## config.mk

```make
export PLATFORM = sky130hd
export DESIGN_NAME = pwm_ctrl_regs
export DESIGN_NICKNAME = d
export VERILOG_FILES = /design/src/rtl/pwm_pkg.sv /design/src/rtl/pwm_step_timer.sv /design/src/rtl/pwm_ctrl_regs.sv
export SDC_FILE = /design/constraint.sdc
export NUM_CORES = 1
export LEC_CHECK = 0
export CAP_MARGIN = 25
export CORE_ASPECT_RATIO = 0.5
export CORE_UTILIZATION = 50
export CTS_BUF_LIST = sky130_fd_sc_hd__clkbuf_8
export CTS_CLUSTER_SIZE = 40
export DETAILED_ROUTE_END_ITERATION = 7
export PLACE_DENSITY = 0.86
export SLEW_MARGIN = 20
export SYNTH_ARGS = -nofsm -noshare
export SYNTH_HDL_FRONTEND = slang
export SYNTH_SLANG_ARGS = --single-unit
```

## constraint.sdc

```tcl
create_clock -name iClk -period 2.6 [get_ports iClk]
set_input_delay 0.26 -clock iClk [delete_from_list [all_inputs] [get_ports iClk]]
set_output_delay 0.26 -clock iClk [all_outputs]
set_load 0.01 [all_outputs]
```

## src/rtl/pwm_pkg.sv

```systemverilog
// Shared definitions for the PWM control register block: duty codes,
// register map, control/status bit positions and the ramp FSM state type.
package pwm_pkg;

    // Duty selector codes understood by the PWM generator
    localparam logic [2:0] DUTY_100 = 3'd0;
    localparam logic [2:0] DUTY_80  = 3'd1;
    localparam logic [2:0] DUTY_50  = 3'd2;
    localparam logic [2:0] DUTY_25  = 3'd3;
    localparam logic [2:0] DUTY_10  = 3'd4;
    localparam logic [2:0] DUTY_0   = 3'd5;

    // Word offsets of the register map
    localparam logic [1:0] ADDR_CTRL   = 2'd0;
    localparam logic [1:0] ADDR_CFG    = 2'd1;
    localparam logic [1:0] ADDR_STEP   = 2'd2;
    localparam logic [1:0] ADDR_STATUS = 2'd3;

    // CTRL bit positions
    localparam int CTRL_ENABLE_BIT  = 0;
    localparam int CTRL_RAMP_EN_BIT = 1;
    localparam int CTRL_IRQ_EN_BIT  = 2;

    // STATUS bit positions
    localparam int STATUS_BUSY_BIT = 0;
    localparam int STATUS_DONE_BIT = 1;

    typedef enum logic {
        IDLE = 1'b0,
        RAMP = 1'b1
    } ramp_state_t;

    // Codes above 0 % duty have no meaning to the generator; fold them to 0 %.
    function automatic logic [2:0] clamp_duty(input logic [2:0] code);
        return (code > DUTY_0) ? DUTY_0 : code;
    endfunction

endpackage

```

## src/rtl/pwm_step_timer.sv

```systemverilog
// Loadable 16-bit down-counter that paces the duty ramp. An interval of 0
// is treated as 1 so the ramp can never stall.
module pwm_step_timer (
    input  logic        iClk,
    input  logic        iReset_n,
    input  logic        load,
    input  logic        run,
    input  logic [15:0] interval,
    output logic        expire
);

    logic [15:0] count_reg;
    logic [15:0] reload_val;

    assign reload_val = (interval == 16'd0) ? 16'd1 : interval;
    assign expire     = run && (count_reg <= 16'd1);

    // Reload on start or on every expiry, otherwise count down while running
    always_ff @(posedge iClk or negedge iReset_n) begin
        if (!iReset_n) begin
            count_reg <= 16'd1;
        end else if (load || expire) begin
            count_reg <= reload_val;
        end else if (run) begin
            count_reg <= count_reg - 16'd1;
        end
    end

endmodule

```

## src/rtl/pwm_ctrl_regs.sv

```systemverilog
// Avalon-MM register block driving the PWM generator's fre/duty selectors,
// with optional soft-ramping of the duty code and a completion interrupt.
module pwm_ctrl_regs
    import pwm_pkg::*;
#(
    parameter logic [15:0] STEP_RESET = 16'd1000
) (
    input  logic        iClk,
    input  logic        iReset_n,
    input  logic        avs_chipselect,
    input  logic [1:0]  avs_address,
    input  logic        avs_write,
    input  logic [31:0] avs_writedata,
    input  logic        avs_read,
    output logic [31:0] avs_readdata,
    output logic [1:0]  fre,
    output logic [2:0]  duty,
    output logic        ramp_busy,
    output logic        irq
);

    logic        wr_ctrl, wr_cfg, wr_step, wr_status, rd_en;
    logic        ctrl_en_reg, ramp_en_reg, irq_en_reg;
    logic [1:0]  tgt_fre_reg;
    logic [2:0]  tgt_duty_reg;
    logic [15:0] step_reg;
    ramp_state_t state_reg;
    logic [2:0]  cur_duty_reg;
    logic        done_reg, irq_reg;
    logic [31:0] readdata_reg, rd_mux;

    logic        en_next, ramp_en_eff, start, done_set, done_clr;
    logic        timer_load, timer_run, timer_expire;
    logic [2:0]  start_target, step_duty;
    logic        unused_wdata;

    assign wr_ctrl   = avs_chipselect && avs_write && (avs_address == ADDR_CTRL);
    assign wr_cfg    = avs_chipselect && avs_write && (avs_address == ADDR_CFG);
    assign wr_step   = avs_chipselect && avs_write && (avs_address == ADDR_STEP);
    assign wr_status = avs_chipselect && avs_write && (avs_address == ADDR_STATUS);
    assign rd_en     = avs_chipselect && avs_read;

    // Bits with no register behind them
    assign unused_wdata = ^{avs_writedata[31:16], avs_writedata[7], avs_writedata[3]};

    // Configuration registers written by software
    always_ff @(posedge iClk or negedge iReset_n) begin
        if (!iReset_n) begin
            ctrl_en_reg  <= 1'b0;
            ramp_en_reg  <= 1'b0;
            irq_en_reg   <= 1'b0;
            tgt_fre_reg  <= 2'd0;
            tgt_duty_reg <= DUTY_0;
            step_reg     <= STEP_RESET;
        end else begin
            if (wr_ctrl) begin
                ctrl_en_reg <= avs_writedata[CTRL_ENABLE_BIT];
                ramp_en_reg <= avs_writedata[CTRL_RAMP_EN_BIT];
                irq_en_reg  <= avs_writedata[CTRL_IRQ_EN_BIT];
            end
            if (wr_cfg) begin
                tgt_fre_reg  <= avs_writedata[1:0];
                tgt_duty_reg <= clamp_duty(avs_writedata[6:4]);
            end
            if (wr_step) begin
                step_reg <= avs_writedata[15:0];
            end
        end
    end

    // Decide what the FSM does this cycle; CTRL writes act on the edge they occur
    always_comb begin
        en_next      = wr_ctrl ? avs_writedata[CTRL_ENABLE_BIT] : ctrl_en_reg;
        ramp_en_eff  = wr_ctrl ? avs_writedata[CTRL_RAMP_EN_BIT] : ramp_en_reg;
        start        = (wr_cfg && ctrl_en_reg) ||
                       (wr_ctrl && avs_writedata[CTRL_ENABLE_BIT] && !ctrl_en_reg);
        start_target = wr_cfg ? clamp_duty(avs_writedata[6:4]) : tgt_duty_reg;
        step_duty    = (tgt_duty_reg > cur_duty_reg) ? cur_duty_reg + 3'd1
                                                     : cur_duty_reg - 3'd1;
        done_clr     = wr_status && avs_writedata[STATUS_DONE_BIT];
        timer_load   = (state_reg == IDLE) && en_next && start &&
                       (start_target != cur_duty_reg) && ramp_en_eff;
        timer_run    = (state_reg == RAMP);
        done_set     = 1'b0;
        if (en_next) begin
            if (state_reg == IDLE) begin
                done_set = start && ((start_target == cur_duty_reg) || !ramp_en_eff);
            end else begin
                done_set = (cur_duty_reg == tgt_duty_reg);
            end
        end
    end

    pwm_step_timer u_step_timer (
        .iClk     (iClk),
        .iReset_n (iReset_n),
        .load     (timer_load),
        .run      (timer_run),
        .interval (step_reg),
        .expire   (timer_expire)
    );

    // Ramp FSM: current duty, sticky done flag and the registered interrupt
    always_ff @(posedge iClk or negedge iReset_n) begin
        if (!iReset_n) begin
            state_reg    <= IDLE;
            cur_duty_reg <= DUTY_0;
            done_reg     <= 1'b0;
            irq_reg      <= 1'b0;
        end else begin
            irq_reg  <= done_reg & irq_en_reg;
            done_reg <= done_set | (done_reg & ~done_clr);
            if (!en_next) begin
                state_reg    <= IDLE;
                cur_duty_reg <= DUTY_0;
            end else begin
                case (state_reg)
                    IDLE: begin
                        if (start) begin
                            if (timer_load) begin
                                state_reg <= RAMP;
                            end else begin
                                cur_duty_reg <= start_target;
                            end
                        end
                    end
                    RAMP: begin
                        if (cur_duty_reg == tgt_duty_reg) begin
                            state_reg <= IDLE;
                        end else if (timer_expire) begin
                            cur_duty_reg <= step_duty;
                        end
                    end
                    default: state_reg <= IDLE;
                endcase
            end
        end
    end

    // Read multiplexer
    always_comb begin
        rd_mux = 32'd0;
        case (avs_address)
            ADDR_CTRL:   rd_mux = {29'd0, irq_en_reg, ramp_en_reg, ctrl_en_reg};
            ADDR_CFG:    rd_mux = {25'd0, tgt_duty_reg, 2'b00, tgt_fre_reg};
            ADDR_STEP:   rd_mux = {16'd0, step_reg};
            ADDR_STATUS: rd_mux = {22'd0, tgt_fre_reg, 1'b0, cur_duty_reg, 2'b00,
                                   done_reg, (state_reg == RAMP)};
            default:     rd_mux = 32'd0;
        endcase
    end

    // Registered read data, held between reads
    always_ff @(posedge iClk or negedge iReset_n) begin
        if (!iReset_n) begin
            readdata_reg <= 32'd0;
        end else if (rd_en) begin
            readdata_reg <= rd_mux;
        end
    end

    assign avs_readdata = readdata_reg;
    assign fre          = tgt_fre_reg;
    assign duty         = cur_duty_reg;
    assign ramp_busy    = (state_reg == RAMP);
    assign irq          = irq_reg;

endmodule

```

---- Yosys cells after proc, flatten, opt, wreduce, memory -nomap -nowiden ----
Index checks and enable logic that the tools add are counted.
operators by class
  magnitude comparators ................... 3
  mux-type cells .......................... 22
  add/subtract/negate cells ............... 3
  reduce and logical (&&, ||, !) cells .... 25
  bitwise gates (word level) .............. 5
  eq/ne operators ......................... 10
operators by type and width
  kind                                                                               count
  32-bit case mux with 4 select lines                                                1
  16-bit 2-to-1 mux                                                                  3
  3-bit 2-to-1 mux                                                                   8
  16-bit by 1-bit less-or-equal comparator with 1-bit output, second input constant  1
  1-bit logical AND                                                                  16
  16-bit logical NOT                                                                 1
  16-bit by 1-bit subtractor with 16-bit output, second input constant               1
  3-bit != test, second input constant                                               3
  1-bit 2-to-1 mux                                                                   8
  3-bit equality test                                                                2
  3-bit case mux with 2 select lines                                                 1
  2-bit equality test, second input constant                                         2
  4-bit AND reduction                                                                1
  3-bit by 1-bit adder with 3-bit output, second input constant                      1
  3-bit > comparator                                                                 1
  3-bit > comparator, second input constant                                          1
  1-bit logical OR                                                                   3
  3-bit by 2-bit != test with 1-bit output, second input constant                    1
  3-bit != test                                                                      1
  3-bit by 1-bit subtractor with 3-bit output, second input constant                 1
  1-bit AND                                                                          2
  2-bit by 1-bit equality test with 1-bit output, second input constant              1
  1-bit logical NOT                                                                  2
  2-bit logical NOT                                                                  1
  other kinds (4)                                                                    5
word-level totals
  register bits after elaboration ......... 78
  logic and storage cells ................. 80
  output and inout port bits .............. 39

---- Logic depth before layout (Yosys ltp) ----
  word-level depth ........................ 12
  mapped depth ............................ 10

---- By module ----
From an unflattened synthesis, not the netlist that was laid out.
second synthesis, totals
  cell total of the unflattened synthesis .. 347
  area, all modules ....................... 3502.1 um^2
by module, submodules not included
  module          area an instance (um^2)  instances  cells an instance
  pwm_ctrl_regs   2348.5                   1          202
  pwm_step_timer  1153.6                   1          145

---- Worst setup path before layout ----
OpenSTA, ideal clock, no wires.
  path kind ............................... register to register
  start ................................... register cur_duty_reg[2] (netlist: duty[2])
  end ..................................... register cur_duty_reg[2] (netlist: duty[2])
  clock period less this slack ............ 2.325 ns
  arrival time ............................ 2.237 ns
  path slack .............................. 0.275 ns
  library setup time ...................... 0.087 ns
  required time ........................... 2.513 ns
  cell stages (with the launch flop) ...... 11
  buffers on the path ..................... 0
  cell sequence ........................... dfstp_2 -> inv_1 -> ha_1 -> nand3_1 -> a21boi_0 -> fa_1 -> xor2_1 -> xnor2_1 -> nor2_1 -> a211oi_1 -> mux2i_1
between the ends
  word-level cells in the longest chain between the ends .. 6
ends and longest elaborated chain
  what                                                                 RTL line              RTL
  start: declaration                                                   pwm_ctrl_regs.sv:28   logic [2:0] cur_duty_reg;
  start signal: assignment                                             pwm_ctrl_regs.sv:123  cur_duty_reg <= start_target;
  start signal: assignment                                             pwm_ctrl_regs.sv:131  cur_duty_reg <= step_duty;
  3-bit by 1-bit subtractor with 3-bit output (tied with other cells)  pwm_ctrl_regs.sv:79   : cur_duty_reg - 3'd1;
  3-bit 2-to-1 mux                                                     pwm_ctrl_regs.sv:78   step_duty = (tgt_duty_reg > cur_duty_reg) ? cur_duty_reg + 3'd1
  3-bit 2-to-1 mux                                                     pwm_ctrl_regs.sv:130  end else if (timer_expire) begin
  3-bit 2-to-1 mux                                                     pwm_ctrl_regs.sv:128  if (cur_duty_reg == tgt_duty_reg) begin
  3-bit case mux with 2 select lines                                   pwm_ctrl_regs.sv:117  case (state_reg)
  3-bit 2-to-1 mux                                                     pwm_ctrl_regs.sv:113  if (!en_next) begin
Several ways; a longest one is shown, not always the timed one. The select of a mux whose other input is x is not followed.
A chain may end at the register's enable or synchronous reset.

---- Final worst setup path ----
Ends and elaborated chain as after synthesis.

==> insert_results.sql <==
INSERT INTO impl_metrics (metric_group, metric, value, unit) VALUES
('worst_setup_path', 'worstSetupEndpointType', 'register', ''),
('timing', 'finalCritPeriodShare', '90.5', '%'),
('clock_tree', 'cts_num_sinks', '62', ''),
('drt', 'drtAntennaViolNets', '0', ''),
('drt', 'routed_wirelength', '8.69', 'mm'),
('worst_setup_path', 'critical_path.slowest_cell', 'dfstp_2', ''),
('clock_tree', 'cts_setup_buffers', '0', ''),
('power', 'vdd.ir_drop.worst', '0.000450', 'V'),
('worst_setup_path', 'timing.rr.start', 'duty[2]$_DFFE_PN1P_', ''),
('clock_tree', 'root_buffer', 'clkbuf_8', ''),
('global_route', 'grt_pass1_vias', '2690', ''),
('drt', 'drcViolationCount', '0', ''),
('timing', 'final_period_minus_worst_setup_slack', '2350', 'ps'),
('clock_tree', 'tritoncts', 'yes', ''),
('worst_setup_path', 'crit-reg2reg-capture', 'duty[2]$_DFFE_PN1P_', ''),
('layout', 'final_nets', '450', ''),
('worst_setup_path', 'critical_path.cell_chain', 'inv_1 -> ha_1 -> nand3_1 -> a21boi_1 -> fa_1 -> xor2_1 -> xnor2_1 -> nor2_1 -> a211oi_1 -> mux2i_1', ''),
('layout', 'layout-area-overhead-vs-synth', '20.7', '%'),
('timing', 'tightest_slew_margin_relative_to_the_limit', '51.6', '%'),
('global_route', 'grt_first_pass_wirelength', '13.6', 'mm'),
('power', 'p_total', '3.61', 'mW'),
('clock_tree', 'clk_pin_slew', '60', 'ps'),
('timing', 'timing.clock.skew', '7.03', 'ps'),
('synth', 'number_of_enable_type_register_cells_in_the_synthesized_netlist', '0', ''),
('timing', 'worst_slack', '247', 'ps'),
('drt', 'detailedRoute.firstPassIterationCount', '5', ''),
('worst_setup_path', 'timing.setup.critical_path_class', 'reg2reg', ''),
('timing', 'setup_violations', '0', ''),
('worst_setup_path', 'worst_path_largest_cell_delay', '530', 'ps'),
('clock_tree', 'clock_latency', '350', 'ps'),
('power', 'p_leak', '1.89', 'nW'),
('place', 'detailed_placement_wirelength_estimate', '6.15', 'mm'),
('place', 'place_worst_setup_slack', '54.6', 'ps'),
('layout', 'fill_cells', '541', ''),
('synth', 'post_synth_num_cell_types', '67', ''),
('die', 'die-area', '7460', 'µm²'),
('global_route', 'grt_antenna_before_repair', '1', ''),
('die', 'core.rowCount', '21', ''),
('place', 'port-buffer-count', '45', ''),
('timing', 'timing.final.max_slew_violations', '0', ''),
('timing', 'worst_pin_slew', '724', 'ps'),
('synth', 'synth_area_per_cell', '10.3', 'µm²'),
('worst_setup_path', 'top_fanout_value_on_the_critical_path', '4', ''),
('power', 'p_per_area', '842', 'nW/µm²'),
('layout', 'insertedDiodeCount', '0', ''),
('min_path', 'worst_hold_path_type', 'in2async', ''),
('run', 'maxCapViolCount', '0', ''),
('drt', 'vias_per_cell', '5.77', ''),
('die', 'floorplan.io_pins', '78', ''),
('status', 'result_of_the_run', 'finished clean', ''),
('timing', 'grt_setup_unrepaired', 'no', ''),
('global_route', 'grt_util_all_layers', '24.8', '%'),
('drt', 'average_routed_wire_per_standard_cell', '17.3', 'µm'),
('worst_setup_path', 'critical_path_required', '2870', 'ps'),
('place', 'globalplace.congestion', '0.895', ''),
('clock_tree', 'h-tree-depth', '3', ''),
('clock_tree', 'clk_path_buf_depth', '2', ''),
('timing', 'setup_total_negative_slack', '0', 'ps'),
('clock_tree', 'number_of_clock_buffers_inserted_by_tritoncts', '9', ''),
('drt', 'drt_iter0_markers', '174', ''),
('global_route', 'grt_max_degree', '25', ''),
('synth', 'ys_warn_count', '0', ''),
('worst_setup_path', 'regToRegSetupSlack', '250', 'ps'),
('layout', 'layoutNonFillerInstCount', '502', ''),
('place', 'placed_cells', '485', ''),
('timing', 'achievable-frequency', '425', 'MHz'),
('synth', 'syn-cell-area', '3550', 'µm²'),
('worst_setup_path', 'data_arrival_time_at_the_worst_slack_endpoint', '2620', 'ps'),
('synth', 'yosysSeqAreaShare', '44.1', '%'),
('synth', 'synth_flop_cell', 'dfrtp_1', ''),
('die', 'die_y', '61.6', 'µm');
-- worst max-delay path, delay by kind of cell (launching register included) --
family,cells,cell delay [ps]
AO/OA/AOI/OAI,2,380
XOR/XNOR,2,290
adder cells (fa/ha/maj),2,690
buffers and inverters,1,50
flip-flops,1,530
multiplexers,1,110
AND/OR/NAND/NOR,2,200
-- layout make-up --
class	instances	area [µm²]	share of cell area, %
Timing Repair Buffer	64	616	14.4
Inverter	20	75.1	1.75
Sequential cell	62	1570	36.5
Clock inverter	7	28.8	0.672
Multi-Input combinational cell	248	1760	41.1
Clock buffer	9	124	2.89
Tap cell	92	115	2.69
-- per-stage QoR --
stage | area, µm² | hold WS [ps]
2_1_floorplan | 3600 | -35.6
3_3_place_gp | 4120 | 285
3_5_place_dp | 4120 | 291
4_1_cts | 4280 | 443
5_1_grt | 4280 | 493
6_report | 4280 | 449
-- power breakdown --
group | switching, mW | total, mW | leakage [nW] | internal, mW
registers | 0.304 | 1.56 | 0.751 | 1.26
logic | 0.681 | 1.35 | 1.04 | 0.674
clock network | 0.365 | 0.689 | 0.0992 | 0.325
total | 1.35 | 3.61 | 1.89 | 2.26
-- metal layers --
metal / global-route usage (%) / routed length (µm) / vias up
li1: - / - / 1345
met5: 0 / 8 / -
met1: 30.8 / 3750 / 1404
met2: 41.0 / 4120 / 125
met3: 8.24 / 634 / 21
met4: 10.2 / 180 / 2
-- worst max-delay path by stage --
stage	start	endpoint
5_1_grt	u_step_timer.count_reg[1]$_DFFE_PN0P_	u_step_timer.count_reg[2]$_DFFE_PN0P_
3_3_place_gp	avs_address[1]	u_step_timer.count_reg[15]$_DFFE_PN0P_
4_1_cts	duty[2]$_DFFE_PN1P_	duty[2]$_DFFE_PN1P_
3_5_place_dp	avs_address[1]	u_step_timer.count_reg[15]$_DFFE_PN0P_
2_1_floorplan	duty[2]$_DFFE_PN1P_	duty[2]$_DFFE_PN1P_
6_report	duty[2]$_DFFE_PN1P_	duty[2]$_DFFE_PN1P_
-- logic make-up (layout without fill, tap and decap cells) --
kind of cell | count (synthesis) | count (layout) | synth area share (%)
mux | 33 | 33 | 11.0
other cells | 1 | 16 | 0.106
flops | 62 | 62 | 44.1
simple gates | 106 | 106 | 16.2
xor+xnor | 3 | 3 | 0.952
compound gates | 84 | 84 | 17.5
fa+ha+maj | 6 | 6 | 2.33
buf+inv | 50 | 100 | 7.86
-- cell usage after synthesis (3+ instances only) --
| library cell | instances | area, µm² |
|---|---|---|
| inv_1 | 20 | 75.1 |
| a211oi_1 | 5 | 37.5 |
| nand3_1 | 9 | 45.0 |
| mux2_2 | 23 | 259 |
| a22o_1 | 11 | 96.3 |
| ha_1 | 5 | 62.6 |
| and3_1 | 3 | 18.8 |
| nor2b_1 | 3 | 18.8 |
| dfstp_2 | 11 | 289 |
| a21o_1 | 4 | 30.0 |
| o21ai_0 | 21 | 105 |
| buf_2 | 4 | 20.0 |
| a21oi_1 | 10 | 50.1 |
| a22oi_1 | 6 | 45.0 |
| dfrtp_1 | 51 | 1280 |
| buf_4 | 19 | 143 |
| nor3_1 | 8 | 40.0 |
| nor4_1 | 7 | 43.8 |
| nor2_1 | 18 | 67.6 |
| nand2_1 | 35 | 131 |
| mux2i_1 | 7 | 70.1 |
| a221oi_2 | 4 | 60.1 |
| clkbuf_1 | 5 | 18.8 |
-- what timing repair did --
action                                  4_1_cts  5_1_grt
resized for setup                             0        1
hold endpoints to repair                     18        0
endpoints found under the setup margin        0        1
hold buffers                                  1        0
Note: power is estimated with default switching activity, not from simulation.
